`src/rtl/julia_pkg.sv`:
```
// julia_pkg: definitions shared by the pixel writer and its FIFO.
//   BYTE_LANES         - byte lanes in one SDRAM data word
//   FIFO_DEPTH_DEFAULT - default number of buffered pixel writes
//   state_t            - frame control states
//   lane_mask()        - byte enables for a pixel at a byte offset
//   crosses_word()     - pixel would spill past the end of its word
package julia_pkg;

   localparam int unsigned BYTE_LANES         = 4;
   localparam int unsigned FIFO_DEPTH_DEFAULT = 4;

   typedef enum logic [1:0] {
      ST_IDLE = 2'd0,
      ST_RUN  = 2'd1,
      ST_DONE = 2'd2
   } state_t;

   // ((1 << size) - 1) << offset, cut down to the lanes of one word.
   function automatic logic [BYTE_LANES-1:0] lane_mask(input logic [7:0] size,
                                                       input logic [1:0] offset);
      logic [7:0] m;
      m = (8'd1 << size) - 8'd1;
      m = m << offset;
      return m[BYTE_LANES-1:0];
   endfunction

   function automatic logic crosses_word(input logic [7:0] size, input logic [1:0] offset);
      logic [8:0] s;
      s = {7'd0, offset} + {1'b0, size};
      return s > 9'(BYTE_LANES);
   endfunction

endpackage

```
`src/rtl/pixel_fifo.sv`:
```
// pixel_fifo: synchronous FIFO with registered occupancy.
//   clk, n_rst        - clock, asynchronous active-low reset
//   i_clr             - synchronous flush (wins over push/pop)
//   i_push, i_wdata   - write side; ignored when full
//   i_pop, o_rdata    - read side; o_rdata is the head, valid when not empty
//   o_full, o_empty   - status derived from the registered count
//   o_count           - number of stored entries
module pixel_fifo #(
   parameter int unsigned WIDTH = 64,
   parameter int unsigned DEPTH = 4,
   localparam int unsigned AW = $clog2(DEPTH),
   localparam int unsigned CW = AW + 1
) (
   input  logic             clk,
   input  logic             n_rst,
   input  logic             i_clr,
   input  logic             i_push,
   input  logic [WIDTH-1:0] i_wdata,
   input  logic             i_pop,
   output logic [WIDTH-1:0] o_rdata,
   output logic             o_full,
   output logic             o_empty,
   output logic [CW-1:0]    o_count
);

   logic [WIDTH-1:0] r_mem [DEPTH];
   logic [AW-1:0]    r_wr_ptr;
   logic [AW-1:0]    r_rd_ptr;
   logic [CW-1:0]    r_count;
   logic             w_do_push;
   logic             w_do_pop;

   assign o_full    = (r_count == CW'(DEPTH));
   assign o_empty   = (r_count == '0);
   assign o_count   = r_count;
   assign o_rdata   = r_mem[r_rd_ptr];
   assign w_do_push = i_push && !o_full;
   assign w_do_pop  = i_pop && !o_empty;

   // Storage is not reset; the head is only meaningful while not empty.
   always_ff @(posedge clk) begin
      if (w_do_push && !i_clr) begin
         r_mem[r_wr_ptr] <= i_wdata;
      end
   end

   // DEPTH is a power of two, so pointers wrap by overflow.
   always_ff @(posedge clk or negedge n_rst) begin
      if (!n_rst) begin
         r_wr_ptr <= '0;
         r_rd_ptr <= '0;
         r_count  <= '0;
      end else if (i_clr) begin
         r_wr_ptr <= '0;
         r_rd_ptr <= '0;
         r_count  <= '0;
      end else begin
         if (w_do_push) r_wr_ptr <= r_wr_ptr + 1'b1;
         if (w_do_pop)  r_rd_ptr <= r_rd_ptr + 1'b1;
         case ({w_do_push, w_do_pop})
            2'b10:   r_count <= r_count + 1'b1;
            2'b01:   r_count <= r_count - 1'b1;
            default: r_count <= r_count;
         endcase
      end
   end

endmodule

```
`src/rtl/pixel_writer.sv`:
```
// pixel_writer: buffers addressed pixels and writes them to SDRAM over an
// Avalon-MM write master, one pixel per bus word, with byte-lane steering.
//   clk, n_rst                 - clock, asynchronous active-low reset
//   start                      - begin a frame (ignored while running)
//   total_pixels, pixel_size   - frame length and bytes per pixel, sampled on start
//   in_valid/in_address/in_color/in_ready - upstream pixel handshake
//   avm_*                      - SDRAM write master, driven from the FIFO head
//   done                       - frame complete
//   error                      - sticky: a pixel crossed a word boundary
module pixel_writer
   import julia_pkg::*;
#(
   parameter int unsigned PIXELBITS  = 4,
   parameter int unsigned FIFO_DEPTH = FIFO_DEPTH_DEFAULT
) (
   input  logic                  clk,
   input  logic                  n_rst,
   input  logic                  start,
   input  logic [19:0]           total_pixels,
   input  logic [PIXELBITS-1:0]  pixel_size,
   input  logic                  in_valid,
   input  logic [31:0]           in_address,
   input  logic [31:0]           in_color,
   output logic                  in_ready,
   output logic                  avm_write,
   output logic [31:0]           avm_address,
   output logic [31:0]           avm_writedata,
   output logic [BYTE_LANES-1:0] avm_byteenable,
   input  logic                  avm_waitrequest,
   output logic                  done,
   output logic                  error
);

   localparam int unsigned CW = $clog2(FIFO_DEPTH) + 1;

   state_t               r_state;
   state_t               w_state_nxt;
   logic [19:0]          r_total;
   logic [PIXELBITS-1:0] r_size;
   logic [19:0]          r_written;
   logic [19:0]          w_written_nxt;
   logic                 r_error;

   logic                 w_start_ok;
   logic                 w_push;
   logic                 w_pop;
   logic [63:0]          w_head;
   logic [31:0]          w_head_addr;
   logic [31:0]          w_head_color;
   logic                 w_full;
   logic                 w_empty;
   logic [CW-1:0]        w_count;

   assign w_start_ok    = start && (r_state != ST_RUN);
   assign in_ready      = (r_state == ST_RUN) && !w_full;
   assign w_push        = in_valid && in_ready;
   assign w_pop         = avm_write && !avm_waitrequest;
   assign w_written_nxt = r_written + {19'd0, w_pop};

   pixel_fifo #(
      .WIDTH (64),
      .DEPTH (FIFO_DEPTH)
   ) u_fifo (
      .clk     (clk),
      .n_rst   (n_rst),
      .i_clr   (w_start_ok),
      .i_push  (w_push),
      .i_wdata ({in_address, in_color}),
      .i_pop   (w_pop),
      .o_rdata (w_head),
      .o_full  (w_full),
      .o_empty (w_empty),
      .o_count (w_count)
   );

   assign w_head_addr  = w_head[63:32];
   assign w_head_color = w_head[31:0];

   // Head outputs are forced to zero while empty so reset leaves the bus quiet.
   assign avm_write      = (w_count != '0);
   assign avm_address    = w_empty ? 32'd0 : {w_head_addr[31:2], 2'b00};
   assign avm_writedata  = w_empty ? 32'd0 : (w_head_color << {w_head_addr[1:0], 3'b000});
   assign avm_byteenable = w_empty ? '0 : lane_mask(8'(r_size), w_head_addr[1:0]);

   assign done  = (r_state == ST_DONE);
   assign error = r_error;

   // Completion looks at the count including this cycle's pop, so done rises
   // the cycle after the final write is accepted.
   always_comb begin
      w_state_nxt = r_state;
      case (r_state)
         ST_IDLE, ST_DONE: if (start) w_state_nxt = ST_RUN;
         ST_RUN:           if (w_written_nxt == r_total) w_state_nxt = ST_DONE;
         default:          w_state_nxt = ST_IDLE;
      endcase
   end

   always_ff @(posedge clk or negedge n_rst) begin
      if (!n_rst) begin
         r_state   <= ST_IDLE;
         r_total   <= '0;
         r_size    <= '0;
         r_written <= '0;
         r_error   <= 1'b0;
      end else begin
         r_state <= w_state_nxt;
         if (w_start_ok) begin
            r_total   <= total_pixels;
            r_size    <= pixel_size;
            r_written <= '0;
            r_error   <= 1'b0;
         end else begin
            if (w_pop) r_written <= w_written_nxt;
            if (w_push && crosses_word(8'(r_size), in_address[1:0])) r_error <= 1'b1;
         end
      end
   end

endmodule

```
`config.mk`:
```
export PLATFORM = sky130hd
export DESIGN_NAME = pixel_writer
export DESIGN_NICKNAME = d
export VERILOG_FILES = /design/src/rtl/julia_pkg.sv /design/src/rtl/pixel_fifo.sv /design/src/rtl/pixel_writer.sv
export SDC_FILE = /design/constraint.sdc
export NUM_CORES = 1
export LEC_CHECK = 0
export CORE_AREA = 2 2 185 141
export DETAILED_ROUTE_END_ITERATION = 12
export DIE_AREA = 0 0 187 143
export PLACE_DENSITY = 0.77
export SYNTH_ARGS = -nofsm -noshare
export SYNTH_HDL_FRONTEND = slang
export SYNTH_SLANG_ARGS = --single-unit
```
`constraint.sdc`:
```
create_clock -name clk -period 8.5 [get_ports clk]
set_input_delay 1.7 -clock clk [delete_from_list [all_inputs] [get_ports clk]]
set_output_delay 1.7 -clock clk [all_outputs]
set_load 0.005 [all_outputs]
```
## Word level (Yosys, flattened, before mapping)

Memories as Yosys holds them, arrays and structs flattened.
Cells that the tools add are included.
Widths: inputs -> output; s select.

- Add/subtract/negate cells: 7
- $lt $le $gt $ge: 1
- Equal/unequal tests: 9
- Shift-type cells: 3
- Multiplexer cells: 18
- Reductions and logical operators: 22

Operators by type and width:

| cell | number |
|---|---|
| $mux 32 | 2 |
| $mux 20 | 2 |
| $shl 32x5->32 | 1 |
| $add 20x1->20 | 1 |
| $eq 20x20->1 | 1 |
| $mux 2 | 6 |
| $logic_and 1x1->1 | 8 |
| $reduce_bool 2->1 | 4 |
| $shl 1x4->8 const A | 1 |
| $shl 8x2->4 | 1 |
| $sub 8x1->8 const B | 1 |
| $pmux 3 s2 | 1 |
| $reduce_bool 3->1 | 2 |
| $add 2x4->5 | 1 |
| $gt 5x3->1 const B | 1 |
| $add 2x1->2 const B | 2 |
| $eq 2x1->1 const B | 2 |
| $eq 2x2->1 const B | 2 |
| $logic_not 1->1 | 4 |
| $mux 1 | 4 |
| $mux 4 | 1 |
| $ne 2x1->1 const B | 2 |
| $pmux 2 s2 | 1 |
| $add 3x1->3 const B | 1 |
| other kinds (8) | 8 |

- Flip-flop bits (word level): 54
- Memory bits (writable): 256
- Output and inout bits: 72
- Logic and storage cells: 69
- Memories: 1

Memories:

| memory | depth | bits a word | rd ports | clocked after memory_dff | write ports | line | text |
|---|---|---|---|---|---|---|---|
| u_fifo.r_mem | 4 | 64 | 1 | 0 | 1 | pixel_fifo.sv:26 | `logic [WIDTH-1:0] r_mem [DEPTH];` |

## Depth between registers and ports, before layout

Gate-level depths: netlist (run 1).

- Depth after elaboration: 8
- Mapped depth: 13
- Mapped depth without buffers: 10

## Cells and area by module

From an unflattened synthesis (run 1), not the netlist that was laid out.

- Cell total of the unflattened synthesis: 832
- Area, all modules: 13496.7 um^2

Modules (own cells, without submodules):

| module | instances | cells an instance | area each (um^2) | sequential area each (um^2) |
|---|---|---|---|---|
| pixel_fifo | 1 | 397 | 9781.9 | 7862.5 |
| pixel_writer | 1 | 435 | 3714.8 | 1176.1 |

## Worst setup path after synthesis (run 1)

No wires, ideal clock.

- Kind: in2reg
- Start: input port avm_waitrequest
- End: register r_state[0]
- Library setup time: 0.121 ns
- Arrival: 4.365 ns
- Data required time: 8.379 ns
- Slack: 4.014 ns
- Stages on the path: 11
- Path buffers: 2
- Path through: or2_2 clkbuf_1 clkbuf_1 inv_1 ha_1 and4_4 nand2_2 or4_1 a2111oi_0 or4b_1 a2bb2oi_1

- Longest elaborated chain between the ends: 6

Ends and longest elaborated chain:

| item | line | text |
|---|---|---|
| start: declaration | pixel_writer.sv:29 | `input logic avm_waitrequest,` |
| $logic_not 1->1 | pixel_writer.sv:57 | `assign w_pop = avm_write && !avm_waitrequest;` |
| $logic_and 1x1->1 | pixel_writer.sv:57 |  |
| $add 20x1->20 | pixel_writer.sv:58 | `assign w_written_nxt = r_written + {19'd0, w_pop};` |
| $eq 20x20->1 | pixel_writer.sv:94 | `ST_RUN: if (w_written_nxt == r_total) w_state_nxt = ST_DONE;` |
| $ne 2x1->1 (no line) | -- |  |
| $reduce_and 2->1 (no line) | -- |  |
| end signal: assignment | pixel_writer.sv:107 | `r_state <= w_state_nxt;` |
| end: declaration | pixel_writer.sv:36 | `state_t r_state;` |

No other way between the ends.
A chain may end at the register's enable or synchronous reset.

## Worst setup path in the final report (run 1)

- Start: register u_fifo.r_rd_ptr[0]
- End: output port avm_writedata[4]

- Longest elaborated chain between the ends: 3

Ends and longest elaborated chain:

| item | line | text |
|---|---|---|
| start: declaration | pixel_fifo.sv:28 | `logic [AW-1:0] r_rd_ptr;` |
| start signal: assignment | pixel_fifo.sv:59 | `if (w_do_pop) r_rd_ptr <= r_rd_ptr + 1'b1;` |
| $mem_v2 4x64 | -- |  |
| $shl 32x5->32 | pixel_writer.sv:82 | `assign avm_writedata = w_empty ? 32'd0 : (w_head_color << {w_head_addr[1:0], 3'b000});` |
| $mux 32 | pixel_writer.sv:82 |  |
| end: declaration | pixel_writer.sv:27 | `output logic [31:0] avm_writedata,` |

No other way between the ends.

==> results of run 1 <==
-- routing by layer --
| layer | routed length (microns) | part of all wire, % |
|---|---|---|
| met1 | 12300 | 45 |
| met2 | 12500 | 45 |
| met3 | 2520 | 9.1 |
| met4 | 309 | 1.1 |
| met5 | 43 | 0.16 |
-- cells by family after synthesis --
group,synth area share [%]
compound gates,3.03
xor+xnor,3.36
fa+ha+maj,1.24
buf+inv,2.09
flops,68.0
mux,14.2
other cells,0.0282
simple gates,7.98
-- through the flow --
step                setup slack, ns  hold WS [ns]  cell area (sq um)
finish                         3.02         0.532              16100
floorplan                      4.01         0.486              13300
global route                   2.83         0.550              16100
global placement               3.50         0.515              15200
CTS                            3.02         0.534              16100
detailed placement             3.46         0.521              15200
-- power groups by stage --
| stage | Sequential, mW | Combinational [mW] | Clock (mW) |
|---|---|---|---|
| final | 2.19 | 2.28 | 1.29 |
| after global routing | 2.22 | 2.47 | 1.37 |
| after CTS | 2.19 | 2.29 | 1.31 |
| after detailed placement | 2.21 | 2.28 | 0 |
| after global placement | 2.20 | 2.25 | 0 |
| after floorplan | 2.13 | 1.37 | 0 |
-- cells in the mapped netlist (7+ instances only) --
cell type	n
edfxtp_1	256
nand3_1	13
nor2b_1	43
ha_1	10
nand2_1	16
mux2i_1	20
clkbuf_1	29
a21oi_1	22
nand4_1	10
dfrtp_1	54
xnor2_1	30
inv_1	11
mux4_2	64
buf_2	7
xor2_1	21
and2_1	9
nor3_1	9
mux2_2	22
nor2_1	67
o21ai_0	11
a211oi_1	18
-- state kept, by name, summed over array words and instances (netlist names) --
register / count
r_state: 2
error: 1
r_size: 4
u_fifo.r_rd_ptr: 2
r_written: 20
u_fifo.r_wr_ptr: 2
u_fifo.r_mem: 256
u_fifo.o_count: 3
r_total: 20
-- placed cells by master, fill, tap and decap left out, drive strengths merged, types with 4 or more instances in the layout --
| master | instances |
|---|---|
| a211oi | 18 |
| a21oi | 22 |
| and2 | 9 |
| and3 | 5 |
| and4 | 4 |
| buf | 7 |
| clkbuf | 43 |
| clkdlybuf4s50 | 161 |
| clkinv | 9 |
| dfrtp | 54 |
| edfxtp | 256 |
| ha | 10 |
| inv | 11 |
| mux2 | 22 |
| mux2i | 20 |
| mux4 | 64 |
| nand2 | 17 |
| nand3 | 14 |
| nand4 | 10 |
| nor2 | 67 |
| nor2b | 43 |
| nor3 | 9 |
| nor4 | 6 |
| o21ai | 11 |
| or3 | 4 |
| xnor2 | 30 |
| xor2 | 21 |
-- final timing paths --
kind | start | end | slack [ns] | depth (start not counted)
setup reg to reg | u_fifo.o_count[0]$_DFFE_PN0P_ | r_state[0]$_DFFE_PN0P_ | 4.62 | 11
setup / recovery | u_fifo.r_rd_ptr[0]$_DFFE_PN0P_ | avm_writedata[4] | 3.02 | 5
hold / removal | r_total[10]$_DFFE_PN0P_ | r_total[10]$_DFFE_PN0P_ | 0.53 | 1
hold reg to reg | r_total[10]$_DFFE_PN0P_ | r_total[10]$_DFFE_PN0P_ | 0.53 | 1
max in group asynchronous | n_rst | u_fifo.r_rd_ptr[0]$_DFFE_PN0P_ | 6.69 | 2
min in group asynchronous | n_rst | r_total[8]$_DFFE_PN0P_ | 1.30 | 2
-- area by class of cell --
class                           count  area share [%]
Sequential cell                   310            56.1
Multi-Input combinational cell    435            24.8
Timing Repair Buffer              168            10.3
Clock buffer                       43            5.34
Tap cell                          338            2.62
Clock inverter                     10           0.582
Inverter                           12           0.279
Antenna cell                        2          0.0310
==> reports/results.ini, run 1 <==
[route]
drc_errors=0
drtPass1Iterations=5
route.final.wire_length_microns=27700
dr_total_vias=7496
vias_per_cell=5.69
drtIter0Drc=725
post_drt_wl_per_cell_microns=21.0
antenna_left=0

[die]
die_h_microns=143
die_area_sq_um=26700
coreArea_sq_um=24800
dieWidth_microns=187
rows=50
num_io_pins=165
start_util_pct=53.5

[synth]
synth-edff-count=256
async_reset_ff_share_pct=17.4
ys_seq_elements=310
synth_cells=804
synth_top_cell_area_share_pct=57.9
ys_types=56
synth_warnings=0
syn_area_sq_um=13300
syn_avg_cell_area_sq_um=16.5
yosys.area.top_type=edfxtp_1
yosys-top-cells-area=edfxtp_1 (58%), mux4_2 (11%), dfrtp_1 (10%)
dominantRegCellSynth=edfxtp_1
ys_seq_area_share_pct=68.0

[cts]
clock_sink_count=310
clock-root-buffer=clkbuf_16
postCtsHoldBufs=0
cts_buffers=30
clkTransAtPathRegs_ns=0.06
clockBufferDepth=3
htree_num_levels=1
cts_resized=0
cts_setup_buffers=0
clkLatencyLatePin_ns=0.55
cts_tree=done

[global_route]
antenna_found_initial=5
grt_util_all_layers_pct=20.9
grt_max_degree=65
grt_pass1_vias=7486
gr-total-overflow=0
grt_pass1_wl_microns=42700
gr-max-usage-layer=met2
grtUsageMet3_pct=6.02
gr-usage-met1_pct=30.6
grt_use_met2_pct=31.5

[setup_path]
path_class=flip-flop to output port
path_max_fanout=31
crit_arrival_ns=3.78
path_delay_family=simple AND/OR/NAND/NOR gates
cp_num_buf_inv=1
max_stage_delay_ns=0.88
cp-end-kind=output port
cpMaxStageDelayCell=mux4_2
start_kind=flip-flop
crit_required_ns=6.80
worstPathCellList=mux4_2, or2_2, nor2_1, and2_1, clkdlybuf4s50_1

[power_and_ir_drop]
seq_power_share_pct=38.0
power_frac_comb_pct=39.6
max-vdd-ir-drop_uv=227
clkPwrFrac_pct=22.4
power_leakage_nw=5.54
p_int_mw=3.96
powerDensity_nw_per_um2=357
switching_power_mw=1.79
p_sw_share_pct=31.1
p_total_mw=5.75

[cells_and_area]
regArea_sq_um=9040
multi_input_area_sq_um=4000
drive_gt1_share_pct=15.4
final_cell_count_no_fill=1318
fill_cells=1697
fin_nets=1062
area_growth_pct=21.4
final_core_util_pct=65.0

[placed_design]
dp_cells=1263
hpwl_microns=17300
gp_congestion=0.874
portBuffers=162

[timing]
setup_tns_ns=0
rsz0062_at_grt=no
relSlewSlack_pct=32.3
finalClockSkew_ns=0.0142
setup_viol=0
period_needed_ns=5.48
slew_viol_final=0
min_period_over_period_pct=64.5
tightest_slew_ns=1.02
hold_viol=0
fmax_ghz=0.183

[flow_run]
maxCapViolCount=0

[run_status]
status=complete, no violations

[worst_hold_path]
worst_hold_path_type=flip-flop to flip-flop

Note: power is estimated with default switching activity, not from simulation.
==> run 2, diff against run 1 <==
- CORE_AREA: 2 2 185 141 -> 2 2 192 147
- DIE_AREA: 0 0 187 143 -> 0 0 194 149
- PLACE_DENSITY: 0.77 -> 0.75
- clock period: 8.5 -> 4.7 ns (I/O delays scaled with it)
==> run 2 against run 1 <==
- first-iteration DRC count is 26% lower
- die area is 8.1% higher
- core utilization is 5.2 points lower
- total power is 82% higher
- largest power group unchanged
- combinational power is 83% higher
- sequential power is 79% higher
- cell count is 2.5% higher
- critical path depth stayed put
- largest cell class unchanged
- clock-buffer cell count is 1 lower
==> reports/results.ini, run 2 (synthesized netlist as in run 1, its figures left out) <==
[cts]
clkLatencyLatePin_ns=0.54  ; about the same
htree_num_levels=1  ; unchanged
clockBufferDepth=3  ; unchanged
clkTransAtPathRegs_ns=0.06  ; about the same
cts_tree=done
clock-root-buffer=clkbuf_16
cts_buffers=30  ; unchanged
clock_sink_count=310  ; unchanged

[power_and_ir_drop]
seq_power_share_pct=37.5  ; -0.5 points
powerDensity_nw_per_um2=641  ; +80%
p_int_mw=7.22  ; +82%
clkPwrFrac_pct=22.6  ; +0.2 points
switching_power_mw=3.24  ; +81%
power_leakage_nw=5.61  ; +1.4%
p_sw_share_pct=31.0  ; -0.16 points
max-vdd-ir-drop_uv=444  ; +96%
p_total_mw=10.5  ; +82%
power_frac_comb_pct=40.0  ; +0.4 points

[setup_path]
worstPathCellList=mux4_2, or2_2, nor2_1, and2_1, clkdlybuf4s50_1
start_kind=flip-flop
path_class=flip-flop to output port
max_stage_delay_ns=0.61  ; -0.27 ns
path_max_fanout=15  ; -52%
crit_arrival_ns=3.35  ; -0.43 ns
cpMaxStageDelayCell=dfrtp_4
reg2reg_depth=10  ; -1
cp_num_buf_inv=1  ; unchanged
path_delay_family=simple AND/OR/NAND/NOR gates
cp.depth=5  ; unchanged
crit_required_ns=3.76  ; -3.04 ns
cp-end-kind=output port

[placed_design]
gp_congestion=0.919  ; +5.1%
dp_cells=1293  ; +2.4%
portBuffers=162  ; unchanged
hpwl_microns=18100  ; +4.7%

[route]
post_drt_wl_per_cell_microns=20.5  ; -2.4%
drc_errors=0  ; unchanged
antenna_left=0  ; unchanged
drtPass1Iterations=5  ; unchanged
drtIter0Drc=533  ; -26%
route.final.wire_length_microns=27700  ; about the same
vias_per_cell=5.51  ; -3.1%
dr_total_vias=7442  ; -0.72%

[timing]
setup_viol=0  ; unchanged
min_period_over_period_pct=91.3
slew_viol_final=0  ; unchanged
tightest_slew_ns=0.875  ; -0.140 ns
setup_tns_ns=0  ; unchanged
fmax_ghz=0.233
period_needed_ns=4.29
relSlewSlack_pct=41.5  ; +9.2 points
rsz0062_at_grt=no
finalClockSkew_ns=0.00873  ; -0.00551 ns
hold_viol=0  ; unchanged

[worst_hold_path]
worst_hold_path_type=input port to async pin

[cells_and_area]
largest_reg_flops=256  ; unchanged
top_register=u_fifo.r_mem
area_growth_pct=22.8
top_regs=u_fifo.r_mem: 256 flops, r_total: 20 flops, r_written: 20 flops
final_cell_count_no_fill=1351  ; +2.5%
layout_commonest_cell=edfxtp_1
drive_gt1_share_pct=16.9  ; +1.5 points
fin_nets=1073  ; +1.0%
fill_cells=2075  ; +22%
final_cell_mix=edfxtp_1 (256), clkdlybuf4s50_1 (161), nor2_1 (66)
multi_input_area_sq_um=3990  ; -0.28%
regArea_sq_um=9040  ; unchanged

[run_status]
status=complete, no violations

[die]
die_h_microns=149  ; +4.2%
rows=53  ; +6.0%
die_area_sq_um=28900  ; +8.1%
coreArea_sq_um=27300  ; +10%
num_io_pins=165  ; unchanged
start_util_pct=48.6  ; -4.9 points
dieWidth_microns=194  ; +3.7%

[global_route]
grt_util_all_layers_pct=19.2  ; -1.7 points
grt_max_degree=65  ; unchanged
grt_pass1_vias=7369  ; -1.6%
gr-total-overflow=0  ; unchanged
grt_pass1_wl_microns=42800  ; about the same
antenna_found_initial=2  ; -3

[flow_run]
maxCapViolCount=0  ; unchanged

==> run 2: cell count changes in the layout (fill, tap and decap cells not counted), sizes merged <==
cell / delta
clkinvlp: +4
clkbuf: -1
buf: +11
==> run 2: timing repair <==
action                                  4_1_cts  5_1_grt
buffers inserted                              0        0
hold endpoints to repair                      0        0
endpoints found under the setup margin        0       10
resized for setup                             0        1
hold buffers                                  0        0
==> run 2: metal layers <==
| metal | global-route usage (%) | vias to the layer above | share of wire [%] |
|---|---|---|---|
| met5 | 0 | - | 0.058 |
| met4 | 3.45 | 2 | 1.2 |
| met3 | 5.56 | 32 | 8.2 |
| met2 | 30.5 | 229 | 46 |
| met1 | 27.0 | 3772 | 44 |
| li1 | - | 3407 | - |
==> run 2: area by class of cell <==
cell class,instances,share of cell area (%)
Inverter,12,0.276
Antenna cell,2,0.0307
Sequential cell,310,55.4
Multi-Input combinational cell,435,24.4
Timing Repair Buffer,179,11.0
Clock buffer,42,5.25
Tap cell,357,2.74
Clock inverter,14,0.805
==> run 2: power by group through the flow <==
| stage | registers, mW | logic, mW | clock network (mW) |
|---|---|---|---|
| 4_1_cts | 3.93 | 4.24 | 2.42 |
| 3_5_place_dp | 3.98 | 4.21 | 0 |
| 2_1_floorplan | 3.85 | 2.47 | 0 |
| 6_report | 3.92 | 4.18 | 2.36 |
| 5_1_grt | 3.98 | 4.53 | 2.53 |
| 3_3_place_gp | 3.95 | 4.18 | 0 |
==> run 2: final timing paths <==
kind                       slack (ns)                      startpoint                   endpoint
max                              0.41  u_fifo.r_rd_ptr[0]$_DFFE_PN0P_           avm_writedata[4]
min                              0.39                           n_rst    r_total[10]$_DFFE_PN0P_
max reg2reg                      1.30   u_fifo.o_count[0]$_DFFE_PN0P_     r_state[0]$_DFFE_PN0P_
min reg2reg                      0.53               error$_DFFE_PN0P_          error$_DFFE_PN0P_
max in group asynchronous        3.51                           n_rst  r_written[14]$_DFFE_PN0P_
min in group clk                 0.53               error$_DFFE_PN0P_          error$_DFFE_PN0P_
==> run 2: per-stage QoR <==
stage	utilization [%]	instance area (sq um)	hold WS (ns)	setup WS, ns
5_1_grt	59.7	16300	0.420	0.153
2_1_floorplan	-	13300	0.486	0.974
3_5_place_dp	56.1	15300	0.521	0.554
3_3_place_gp	56.1	15300	0.479	0.547
4_1_cts	59.7	16300	0.395	0.138
6_report	59.7	16300	0.393	0.408
